[config.mk]
export PLATFORM = sky130hd
export DESIGN_NAME = keypad_matrix_emulator
export DESIGN_NICKNAME = d
export VERILOG_FILES = /design/src/rtl/keypad_pkg.sv /design/src/rtl/bounce_lfsr.sv /design/src/rtl/keypad_matrix_emulator.sv
export SDC_FILE = /design/constraint.sdc
export NUM_CORES = 1
export LEC_CHECK = 0
export ABC_AREA = 1
export BUFFER_PORTS_ARGS = -buffer_cell sky130_fd_sc_hd__buf_4
export CAP_MARGIN = 20
export CORE_MARGIN = 4
export CORE_UTILIZATION = 60
export CTS_CLUSTER_DIAMETER = 50
export CTS_CLUSTER_SIZE = 10
export DETAILED_ROUTE_END_ITERATION = 10
export PLACE_DENSITY = 0.81
export SYNTH_ARGS = -nofsm -noshare
export SYNTH_HDL_FRONTEND = slang
export SYNTH_SLANG_ARGS = --single-unit
[constraint.sdc]
create_clock -name clk -period 2.75 [get_ports clk]
set_clock_uncertainty 0.05 [all_clocks]
set_input_delay 0.1375 -clock clk [delete_from_list [all_inputs] [get_ports clk]]
set_output_delay 0.1375 -clock clk [all_outputs]
set_load 0.05 [all_outputs]
[src/rtl/keypad_pkg.sv]
// Shared keypad definitions: FSM states, matrix size, bounce LFSR taps and key-code field layout.
// The key-code field helpers are shared with keyboard_scan and the onehot2binary benches.
package keypad_pkg;

    typedef enum logic [1:0] {
        IDLE           = 2'd0,
        PRESS_BOUNCE   = 2'd1,
        HELD           = 2'd2,
        RELEASE_BOUNCE = 2'd3
    } key_state_t;

    localparam int KEY_ROWS   = 4;
    localparam int KEY_COLS   = 4;
    localparam int KEY_CODE_W = 4;

    // key_code = {row[1:0], col[1:0]}, key index = row*4 + col
    localparam int KEY_ROW_LSB = 2;
    localparam int KEY_ROW_W   = 2;
    localparam int KEY_COL_LSB = 0;
    localparam int KEY_COL_W   = 2;

    // Fibonacci taps 16,14,13,11 as bit positions of a right-shifting register
    localparam int          LFSR_W    = 16;
    localparam logic [15:0] LFSR_TAPS = 16'h002D;

    function automatic logic [KEY_ROW_W-1:0] key_row(input logic [KEY_CODE_W-1:0] code);
        return code[KEY_ROW_LSB +: KEY_ROW_W];
    endfunction

    function automatic logic [KEY_COL_W-1:0] key_col(input logic [KEY_CODE_W-1:0] code);
        return code[KEY_COL_LSB +: KEY_COL_W];
    endfunction

endpackage

[src/rtl/bounce_lfsr.sv]
// Free-running 16-bit Fibonacci LFSR supplying the random contact level during bounce.
// Only built when KEYPAD_BOUNCE_EN is defined.
`ifdef KEYPAD_BOUNCE_EN
module bounce_lfsr
    import keypad_pkg::*;
(
    input  logic              clk,
    input  logic              rstn,
    input  logic [LFSR_W-1:0] seed,
    output logic              rnd_bit
);

    logic [LFSR_W-1:0] lfsr;

    always_ff @(posedge clk or negedge rstn) begin
        if (!rstn) begin
            lfsr <= seed;
        end else begin
            lfsr <= {^(lfsr & LFSR_TAPS), lfsr[LFSR_W-1:1]};
        end
    end

    assign rnd_bit = lfsr[0];

endmodule
`endif

[src/rtl/keypad_matrix_emulator.sv]
// 4x4 membrane keypad model: returns the scanner's row drive on the held key's column.
// Define KEYPAD_BOUNCE_EN for random contact bounce; otherwise the contact switches cleanly.
module keypad_matrix_emulator
    import keypad_pkg::*;
#(
    parameter int          BOUNCE_CYCLES = 500000,
    parameter int          TOGGLE_DIV    = 4096,
    parameter logic [15:0] LFSR_SEED     = 16'hACE1
) (
    input  logic                  clk,
    input  logic                  rstn,
    input  logic [KEY_ROWS-1:0]   row,
    output logic [KEY_COLS-1:0]   col,
    input  logic [KEY_CODE_W-1:0] key_code,
    input  logic                  press_req,
    input  logic                  release_req,
    output logic                  busy,
    output logic                  pressed
);

    localparam int               CNT_W   = $clog2(BOUNCE_CYCLES + 1);
    localparam logic [CNT_W-1:0] CNT_MAX = CNT_W'(BOUNCE_CYCLES);

    key_state_t            state, state_next;
    logic                  contact, contact_next;
    logic [KEY_CODE_W-1:0] code, code_next;
    logic [CNT_W-1:0]      cnt, cnt_next;

`ifdef KEYPAD_BOUNCE_EN
    localparam int               DIV_W    = (TOGGLE_DIV > 1) ? $clog2(TOGGLE_DIV) : 1;
    localparam logic [DIV_W-1:0] DIV_LAST = DIV_W'(TOGGLE_DIV - 1);

    logic [DIV_W-1:0] div, div_next;
    logic             rnd_bit;

    bounce_lfsr u_lfsr (
        .clk     (clk),
        .rstn    (rstn),
        .seed    (LFSR_SEED),
        .rnd_bit (rnd_bit)
    );

    always_ff @(posedge clk or negedge rstn) begin
        if (!rstn) begin
            div <= '0;
        end else begin
            div <= div_next;
        end
    end
`else
    logic unused_cfg;
    assign unused_cfg = ^{LFSR_SEED, TOGGLE_DIV};
`endif

    always_ff @(posedge clk or negedge rstn) begin
        if (!rstn) begin
            state   <= IDLE;
            contact <= 1'b0;
            code    <= '0;
            cnt     <= '0;
        end else begin
            state   <= state_next;
            contact <= contact_next;
            code    <= code_next;
            cnt     <= cnt_next;
        end
    end

    always_comb begin
        state_next   = state;
        contact_next = contact;
        code_next    = code;
        cnt_next     = cnt;
`ifdef KEYPAD_BOUNCE_EN
        div_next     = div;
`endif
        case (state)
            IDLE: begin
                if (press_req) begin
                    code_next  = key_code;
                    cnt_next   = '0;
`ifdef KEYPAD_BOUNCE_EN
                    div_next   = '0;
`endif
                    state_next = PRESS_BOUNCE;
                end
            end
            PRESS_BOUNCE, RELEASE_BOUNCE: begin
                // The window spans counter values 0..BOUNCE_CYCLES; the final edge settles the contact
                if (cnt == CNT_MAX) begin
                    contact_next = (state == PRESS_BOUNCE);
                    state_next   = (state == PRESS_BOUNCE) ? HELD : IDLE;
                end else begin
                    cnt_next = cnt + CNT_W'(1);
`ifdef KEYPAD_BOUNCE_EN
                    if (div == DIV_LAST) begin
                        div_next     = '0;
                        contact_next = rnd_bit;
                    end else begin
                        div_next = div + DIV_W'(1);
                    end
`else
                    if (cnt == '0) begin
                        contact_next = (state == PRESS_BOUNCE);
                    end
`endif
                end
            end
            HELD: begin
                contact_next = 1'b1;
                if (release_req) begin
                    cnt_next   = '0;
`ifdef KEYPAD_BOUNCE_EN
                    div_next   = '0;
`endif
                    state_next = RELEASE_BOUNCE;
                end
            end
            default: begin
                state_next = IDLE;
            end
        endcase
    end

    // Combinational path through the closed switch: no latency from row to col
    always_comb begin
        col = '1;
        col[key_col(code)] = contact ? row[key_row(code)] : 1'b1;
    end

    assign busy    = (state == PRESS_BOUNCE) || (state == RELEASE_BOUNCE);
    assign pressed = (state != IDLE);

endmodule

== Word-level counts from Yosys, hierarchy flattened ==
Cells that the tools add are included.
Widths: inputs -> output; s select.

* Register bits after elaboration: 26
* Latch bits: 0
* Bits in writable memories: 0
* Memory bits (read-only): 0
* Bits of input ports: 12
* Output and inout port bits: 6
* Logic and storage cells: 47
* Memories kept: 0

* Add/sub/neg operators: 1
* $mul: 0
* Divide/modulo/power cells: 0
* Magnitude comparators: 3
* Eq/ne operators: 9
* Shifts and indexed selects: 0
* Muxes and demuxes: 17
* Bitwise operators: 2
* Reductions and logical operators: 11

{| class="wikitable"
|+ Operator list
! kind !! number
|-
| $mux 19 || 3
|-
| $pmux 19 s3 || 1
|-
| $add 19x1->19 const B || 1
|-
| $eq 19x19->1 const B || 1
|-
| $logic_not 19->1 || 1
|-
| $mux 2 || 4
|-
| $ne 2x2->1 const B || 4
|-
| $lt 2x3->1 const B || 2
|-
| $pmux 2 s3 || 1
|-
| $reduce_and 3->1 || 2
|-
| $mux 1 || 5
|-
| $eq 2x2->1 const B || 2
|-
| $not 4->4 || 1
|-
| $or 4x4->4 || 1
|-
| $reduce_and 2->1 || 2
|-
| $reduce_bool 2->1 || 2
|-
| $ne 3x3->1 const B || 1
|-
| $bmux 1 s2 || 1
|-
| $demux 1 s2 || 1
|-
| $eq 2x1->1 const B || 1
|-
| $ge 2x1->1 const B || 1
|-
| $logic_not 2->1 || 1
|-
| $pmux 1 s2 || 1
|-
| $reduce_or 2->1 || 1
|-
| 2 further kinds || 2
|}

== Longest topological paths before layout ==
Gate-level depths: netlist of the first run.

* Depth after elaboration: 6
* Gate-level depth with buffers: 10
* Gate-level depth less buffers: 10

== Least setup slack after synthesis of the first run ==
Ideal clock, no wire load.

* Path type: register to register
* Start point: register state[0]
* End point: register cnt[5]
* Setup time: 0.074 ns
* Arrival: 1.764 ns
* Data required time: 2.626 ns
* Path slack: 0.861 ns
* Stages on the path, launching flop included: 10
* Buffers on the path: 1
* Period minus slack after synthesis: 1.889 ns
* Cell sequence: dfrtp_1 > inv_1 > ha_1 > inv_1 > or2_2 > nand2_1 > inv_1 > nand3_2 > buf_6 > o21ai_2

* Cells in the longest elaborated chain, start to end: 4
* Elaborated cells between the ends (all ways): 10
* Classes of those cells: eq/ne (6); mux (1); reduce/logical (3)

{| class="wikitable"
|+ RTL lines
! item !! RTL line !! source
|-
| start, declared || keypad_matrix_emulator.sv:24 || <nowiki>key_state_t state, state_next;</nowiki>
|-
| start signal, assigned || keypad_matrix_emulator.sv:62 || <nowiki>state <= state_next;</nowiki>
|-
| $eq 2x1->1 / $eq 2x2->1 (equally long branches) || keypad_matrix_emulator.sv:77 || <nowiki>case (state)</nowiki>
|-
| $reduce_or 2->1 || keypad_matrix_emulator.sv:77 ||
|-
| $ne 2x2->1 (no source line) || n/a ||
|-
| $reduce_and 3->1 (no source line) || n/a ||
|-
| end signal, assigned || keypad_matrix_emulator.sv:65 || <nowiki>cnt <= cnt_next;</nowiki>
|-
| end, declared || keypad_matrix_emulator.sv:27 || <nowiki>logic [CNT_W-1:0] cnt, cnt_next;</nowiki>
|}

Parallel ways exist; a longest one is shown, timed or not.
A chain may end at the register's enable or synchronous reset.

== Worst setup path after layout of the first run ==
* Start point: register state[0]
* End point: register cnt[16]

The elaborated chain is that of the path after synthesis.

==> results of run 1 <==
## registers in the layout (all words and copies together), names as in the netlist
register,cells
state,2
code,4
cnt,19
contact,1
## tightest hold or removal path, delay by kind of cell
family | cells | cell delay, ps
AOI/OAI and AO/OA | 1 | 100
buffers and inverters | 1 | 70
and+or+nand+nor | 1 | 30
## worst paths after layout
path	to	slack, ps
max	cnt[16]	750
max in group asynchronous	cnt[18]	2210
min reg2reg	contact	480
min	code[0]	-0.4
max reg2reg	cnt[16]	750
min in group asynchronous	code[2]	190
## metrics by stage
step           utilization  instance area (sq um)  hold slack [ps]  setup WS, ps
2_1_floorplan            -                   1888           -208.1         861.5
3_3_place_gp        0.6632                   2008            13.78         818.1
3_5_place_dp        0.6632                   2008            17.10         734.1
4_1_cts             0.6773                   2051            2.656         733.3
5_1_grt             0.6773                   2051            13.37         532.5
6_report            0.6773                   2051          -0.4355         755.0
## kinds of logic (layout without fill, tap and decap cells)
family / count (synthesis) / after routing
AOI/OAI and AO/OA: 22 / 22
DFF: 26 / 26
and+or+nand+nor: 168 / 168
buffers and inverters: 36 / 51
xor gates and xnor gates: 12 / 12
muxes: 1 / 1
adders and majority gates: 6 / 6
## routing by layer
metal | up-vias | track usage | wire [um]
li1 | 877 | - | -
met1 | 764 | 0.2954 | 1752
met2 | 33 | 0.3045 | 1710
met3 | 4 | 0.03163 | 181
met4 | 0 | 0.06332 | 42
met5 | - | 0 | 0
## power by group through the flow
stage | Combinational [W] | Sequential (W) | Clock, W
final | 0.000707 | 0.000509 | 0.000160
after global routing | 0.000818 | 0.000521 | 0.000191
after CTS | 0.000721 | 0.000509 | 0.000169
after detailed placement | 0.000717 | 0.000517 | 0
after global placement | 0.000710 | 0.000514 | 0
after floorplan | 0.000591 | 0.000504 | 0
## placed cells by master (no fill, tap or decap), drive strengths merged
| cell | Yosys | layout |
|---|---|---|
| ha | 6 | 6 |
| mux2 | 1 | 1 |
| nand3 | 22 | 22 |
| xnor2 | 1 | 1 |
| nor3 | 2 | 2 |
| nor2 | 49 | 49 |
| o21ai | 18 | 18 |
| dfrtp | 26 | 26 |
| buf | 7 | 17 |
| clkbuf | 0 | 3 |
| inv | 29 | 29 |
| xor2 | 11 | 11 |
| a21oi | 4 | 4 |
| nand2 | 88 | 88 |
| dlygate4sd3 | 0 | 2 |
| nand3b | 2 | 2 |
| nand4 | 4 | 4 |
| or2 | 1 | 1 |
## final cells by class
| type | instances | area, sq um | area share |
|---|---|---|---|
| multi-input cells | 209 | 1066 | 0.5198 |
| clock buffers | 3 | 22.52 | 0.01098 |
| flip-flops and latches | 26 | 650.6 | 0.3173 |
| repair buffers | 19 | 147.6 | 0.07200 |
| inverters | 29 | 108.9 | 0.05308 |
| well taps | 44 | 55.05 | 0.02685 |
==> impl_metrics.csv, run 1 <==
group,metric,value,unit
drt,routedWlPerCell,11.17,um
place,globalplace.congestion,0.8972,
clocking,cts_hold_buf,2,
sta,fmax,501.2,MHz
sta,setup_viol,0,
sta,rsz0062_at_grt,"no",
yosys,synth_top_area_frac,0.3446,
setup_path,cpPeakStageDelay,460,ps
clocking,ctsLongestPathBuffers,2,
setup_path,slowest_stage,"dfrtp_1",
power,intPower,0.0007077,W
setup_path,path_delay_family,"simple AND/OR/NAND/NOR gates",
yosys,synthXorXnorAreaFrac,0.05567,
power,leakagePower,0.9808,nW
layout,instances_no_fill,330,
yosys,yosys.cell_count.top_type,"nand2_1",
yosys,ys_types,24,
power,clockPowerShare,0.117,
setup_path,critPathKind,"flop to flop",
yosys,syn_nets,289,
power,switching_share,0.4859,
drt,first_iter_violations,65,
yosys,synth_warnings,0,
yosys,synth-simple-area-share,0.3830,
global_routing,grt.overflow.total,0,
power,seqPwrFrac,0.370,
drt,ant_nets,0,
yosys,ys_ff_latch,26,
power,irDropWorstVdd,0.8446,mV
drt,wirelength,3.687,mm
drt,first_pass_iters,4,
sta,fin_crit_sh,0.7255,
layout,area_growth_syn_to_layout,8.615,%
floorplan,initial_utilization,0.6236,
setup_path,r2r-start,"state[0]",
clocking,cts_max_level,1,
global_routing,grt_util_all_layers,0.2017,
global_routing,grt_max_degree,27,
clocking,cts_sinks,26,
sta,fin_setup_tns,0,ps
setup_path,arrival,2170,ps
yosys,synth_compound_area_frac,0.08019,
min_path,hp-start,"key_code[0]",
floorplan,ioPinCount,18,
sta,slew_headroom,0.7278,
drt,via_count,1678,
setup_path,crit_chain,"inv_1, ha_1, inv_1, or2_2, nand2_1, inv_1, nand3_2, inv_1, nand2_1, nand2_1",
yosys,synthTopCellsByArea,"dfrtp_1, nand2_1, nor2_1",
power,power_density,671.2,nW/um^2
power,power_switching,0.0006687,W
sta,hold_slack,-0.4355,ps
layout,final_nets,306,
layout,antenna-diode-count,0,
floorplan,placementRows,20,
clocking,numCtsBuffers,3,
power,finalPower,0.001376,W
floorplan,core_area,3028,sq um
yosys,synth_edf_count,0,
layout,fillers,275,
yosys,netlist_area,1888,sq um
clocking,root_buffer,"clkbuf_4",
min_path,hold_class,"input pin to flop",
setup_path,end_kind,"flop",
floorplan,die-area,4108,sq um
global_routing,grt_pass1_wl,6.603,mm
global_routing,antenna_found_initial,0,
sta,slew_viol_final,0,
setup_path,worstPathMaxFanout,13,
clocking,cts_setup_buffers,0,
yosys,synth.top_cells.by_count,"nand2_1, nor2_1, inv_1, dfrtp_1, nand3_1",
yosys,synthCells,271,
setup_path,crit_start,"state[0]",
run_status,violations,"negative hold slack",
yosys,synth_top_family_by_area,"simple AND/OR/NAND/NOR gates",
floorplan,fp.dieW,64.10,um
setup_path,cp.required,2930,ps
setup_path,worst_setup_path_start_kind,"flop",
clocking,cts_tree,"yes",
yosys,yosys.area.top_type,"dfrtp_1",
sta,hold_viol,1,
layout,layout-drive-gt1-share,0.1608,
setup_path,r2r_cells,10,
yosys,synth.area.mux_share,0.005964,
sta,worst_slew_pin_slew,406.8,ps
global_routing,grt_pass1_vias,1486,
clocking,cts_resized,0,
place,place_hpwl,2.865,mm
floorplan,die_h,64.10,um
yosys,synthArstFlopShare,1.000,
place,place_inst,325,
setup_path,cp.depth,10,
clocking,clkSlewWorstSetupHoldPaths,130,ps
run,max-cap-violations,0,
yosys,yosysSeqAreaShare,0.3446,
setup_path,worst-path-buf-inv,4,
min_path,hold_path_depth,3,
clocking,clk_latency,320,ps
power,pwr-share-comb,0.514,
setup_path,critPathMostFrequentCell,"inv_1",
sta,period_minus_slack,1995,ps
place,io_buffers,17,
yosys,synth_area_per_cell,6.967,sq um
drt,post-route-drc-count,0,
run_status,status,"finished, violations left",
yosys,synth_fa_ha_area_frac,0.03976,
yosys,ys.flop_type,"dfrtp_1",
drt,vias_per_cell,5.085,
No activity file was read; power rests on OpenSTA's default activity.
==> run 2, diff against run 1 <==
--- a/config.mk
+++ b/config.mk
@@ -5,15 +5,15 @@
 export SDC_FILE = /design/constraint.sdc
 export NUM_CORES = 1
 export LEC_CHECK = 0
-export ABC_AREA = 1
+export ABC_AREA = 0
 export BUFFER_PORTS_ARGS = -buffer_cell sky130_fd_sc_hd__buf_4
 export CAP_MARGIN = 20
 export CORE_MARGIN = 4
-export CORE_UTILIZATION = 60
+export CORE_UTILIZATION = 52
 export CTS_CLUSTER_DIAMETER = 50
 export CTS_CLUSTER_SIZE = 10
 export DETAILED_ROUTE_END_ITERATION = 10
-export PLACE_DENSITY = 0.81
+export PLACE_DENSITY = 0.75
 export SYNTH_ARGS = -nofsm -noshare
 export SYNTH_HDL_FRONTEND = slang
 export SYNTH_SLANG_ARGS = --single-unit
==> constraint.sdc (replaced) <==
create_clock -name clk -period 1.77 [get_ports clk]
set_clock_uncertainty 0.05 [all_clocks]
set_input_delay 0.0885 -clock clk [delete_from_list [all_inputs] [get_ports clk]]
set_output_delay 0.0885 -clock clk [all_outputs]
set_load 0.05 [all_outputs]
==> impl_metrics.csv, run 2 <==
group,metric,value,unit
setup_path,arrival,1900,ps
drt,via_count,1873,
global_routing,grt_pass1_wl,8.666,mm
setup_path,worst-path-buf-inv,1,
min_path,hold_class,"input pin to asynchronous set/reset pin",
power,leakagePower,1.121,nW
setup_path,r2r_cells,7,
power,irDropWorstVdd,0.8690,mV
floorplan,placementRows,20,
sta,fmax,489.6,MHz
run_status,status,"finished, violations left",
yosys,synthCells,192,
floorplan,initial_utilization,0.5516,
layout,final_cell_mix,"buf_4, dfrtp_1, nand3_1, nand2_1, buf_6",
clocking,ctsLongestPathBuffers,2,
global_routing,grt_max_degree,27,
sta,slew_viol_final,0,
yosys,synth.top_cells.by_count,"dfrtp_1, nand3_1, nand2_1, inv_1, nor2_1",
clocking,clkSlewWorstSetupHoldPaths,150,ps
setup_path,slowest_stage,"mux4_2",
drt,first_iter_violations,178,
setup_path,r2r-start,"cnt[0]",
sta,fin_crit_sh,1.154,
yosys,ys.flop_type,"dfrtp_1",
yosys,synthArstFlopShare,1.000,
yosys,synthTopCellsByArea,"dfrtp_1, nand3_1, ha_1",
yosys,yosys.area.top_type,"dfrtp_1",
clocking,cts_sinks,26,
layout,antenna-diode-count,0,
drt,routedWlPerCell,19.78,um
sta,period_minus_slack,2042,ps
sta,hold_viol,0,
layout,mostFrequentLayoutCell,"buf_4",
clocking,clk_latency,330,ps
yosys,ys_ff_latch,26,
sta,fin_ws,-272.5,ps
yosys,netlist_area,1698,sq um
floorplan,die-area,4243,sq um
yosys,ys_types,49,
layout,final_nets,271,
sta,rsz0062_at_grt,"yes",
yosys,yosys.cell_count.top_type,"dfrtp_1",
layout,regMostFlops,"cnt",
setup_path,end_kind,"primary output",
yosys,synth_warnings,0,
yosys,syn_nets,210,
setup_path,regToRegEndpoint,"state[0]",
drt,ant_nets,0,
floorplan,ioPinCount,18,
power,finalPower,0.003541,W
setup_path,ff2ff_setup_slack,-220,ps
sta,setup_viol,9,
place,globalplace.congestion,0.8769,
drt,post-route-drc-count,0,
global_routing,grt_pass1_vias,1862,
setup_path,crit_chain,"mux4_2, nand2b_4, or3_4, buf_6",
layout,layout-drive-gt1-share,0.4223,
drt,vias_per_cell,6.349,
floorplan,core_area,3078,sq um
layout,largest_reg_flops,19,
run_status,violations,"negative setup slack",
yosys,synth_area_per_cell,8.843,sq um
layout,area_growth_syn_to_layout,47.16,%
drt,wirelength,5.836,mm
place,dp_slack,-146.4,ps
global_routing,antenna_found_initial,0,
place,place_hpwl,3.449,mm
clocking,root_buffer,"clkbuf_4",
drt,first_pass_iters,5,
setup_path,cp.required,1630,ps
layout,top_regs,"cnt (19), code (4), state (2)",
setup_path,cpPeakStageDelay,520,ps
global_routing,grt_util_all_layers,0.2629,
clocking,cts_max_level,1,
setup_path,worstPathMaxFanout,2,
power,power_density,1417,nW/um^2
layout,fin_util,0.8118,
setup_path,critPathKind,"flop to primary output",
setup_path,worst_setup_path_start_kind,"flop",
floorplan,die_h,65.14,um
clocking,numCtsBuffers,3,
setup_path,path_delay_family,"multiplexers",
run,max-cap-violations,0,
yosys,synth_top_area_frac,0.3832,
clocking,cts_tree,"yes",
place,io_buffers,17,
yosys,yosysSeqAreaShare,0.3832,
sta,fin_setup_tns,-1391,ps
global_routing,grt.overflow.total,0,
sta,worst_slew_pin_slew,352.6,ps
sta,slew_headroom,0.7650,
yosys,synth_edf_count,0,
floorplan,fp.dieW,65.14,um
run 2: changes by cell type after synthesis, moves of 4 or more:
cell / previous run / this run
and2_1: 0 / 4
nand2_1: 86 / 17
o21ai_0: 3 / 8
and3_1: 0 / 7
clkbuf_1: 0 / 7
o21ai_2: 11 / 0
o31ai_1: 0 / 8
nor2_1: 40 / 9
nor2_2: 8 / 0
inv_1: 29 / 11
or3_1: 0 / 6
nor4_1: 0 / 4
buf_6: 4 / 0
xor2_1: 11 / 0
run 2: what timing repair did:
action,in CTS,in global routing
buffers inserted,6,6
setup endpoints to repair,17,21
gates cloned,0,1
pin swaps,6,6
gates resized for setup,28,31
hold buffers,5,0
hold endpoints to repair,30,0
run 2: cells by family after synthesis:
kind of cell | count (synthesis) | share of synthesized area
and+or+nand+nor | 93 | 0.3029
AOI/OAI and AO/OA | 43 | 0.1872
DFF | 26 | 0.3832
buffers and inverters | 19 | 0.04274
adders and majority gates | 6 | 0.04421
muxes | 5 | 0.03979
run 2: per-stage QoR:
stage	hold slack [ps]	instance area [sq um]	std cells
after global placement	-33.80	2086	276
after CTS	154.5	2332	289
after global routing	157.1	2499	295
after detailed placement	-29.20	2086	276
after floorplan	-257.1	1704	192
final	137.3	2499	295
run 2: worst register-to-register path, cell delays in order, from the launching register on:
cell      delay (ps)
dfrtp_1          410
inv_1             70
ha_2             170
or4b_4           500
buf_6            150
o31ai_4          250
o31ai_4          110
a221oi_2         190
run 2: layer usage:
metal	part of all wire	GRT usage	vias up
met5	0	0	-
met4	0.041	0.1140	0
met3	0.060	0.03248	18
met2	0.53	0.4610	101
met1	0.37	0.3242	902
li1	-	-	852
run 2: worst max path at each step:
stage,start,to,slack (ps),depth (start not counted)
2_1_floorplan,cnt[0],state[0],-110,6
3_3_place_gp,cnt[0],state[0],-70,6
3_5_place_dp,cnt[1],state[0],-150,6
4_1_cts,code[2],col[0],-220,4
5_1_grt,code[2],col[0],-330,4
6_report,code[2],col[0],-270,4
run 2: layout make-up:
class,count,area [sq um]
fill,177,579.3
inverter,11,46.29
tap,44,55.05
clock buffer,3,22.52
timing repair buffer,64,534.3
multi-input combinational,147,1187
sequential,26,653.1
run 2: power breakdown:
group | leakage, nW | internal, W | switching (W)
registers | 0.343 | 0.000714 | 0.000132
logic | 0.764 | 0.00114 | 0.00129
clock network | 0.0138 | 0.0000801 | 0.000188
total | 1.12 | 0.00193 | 0.00161
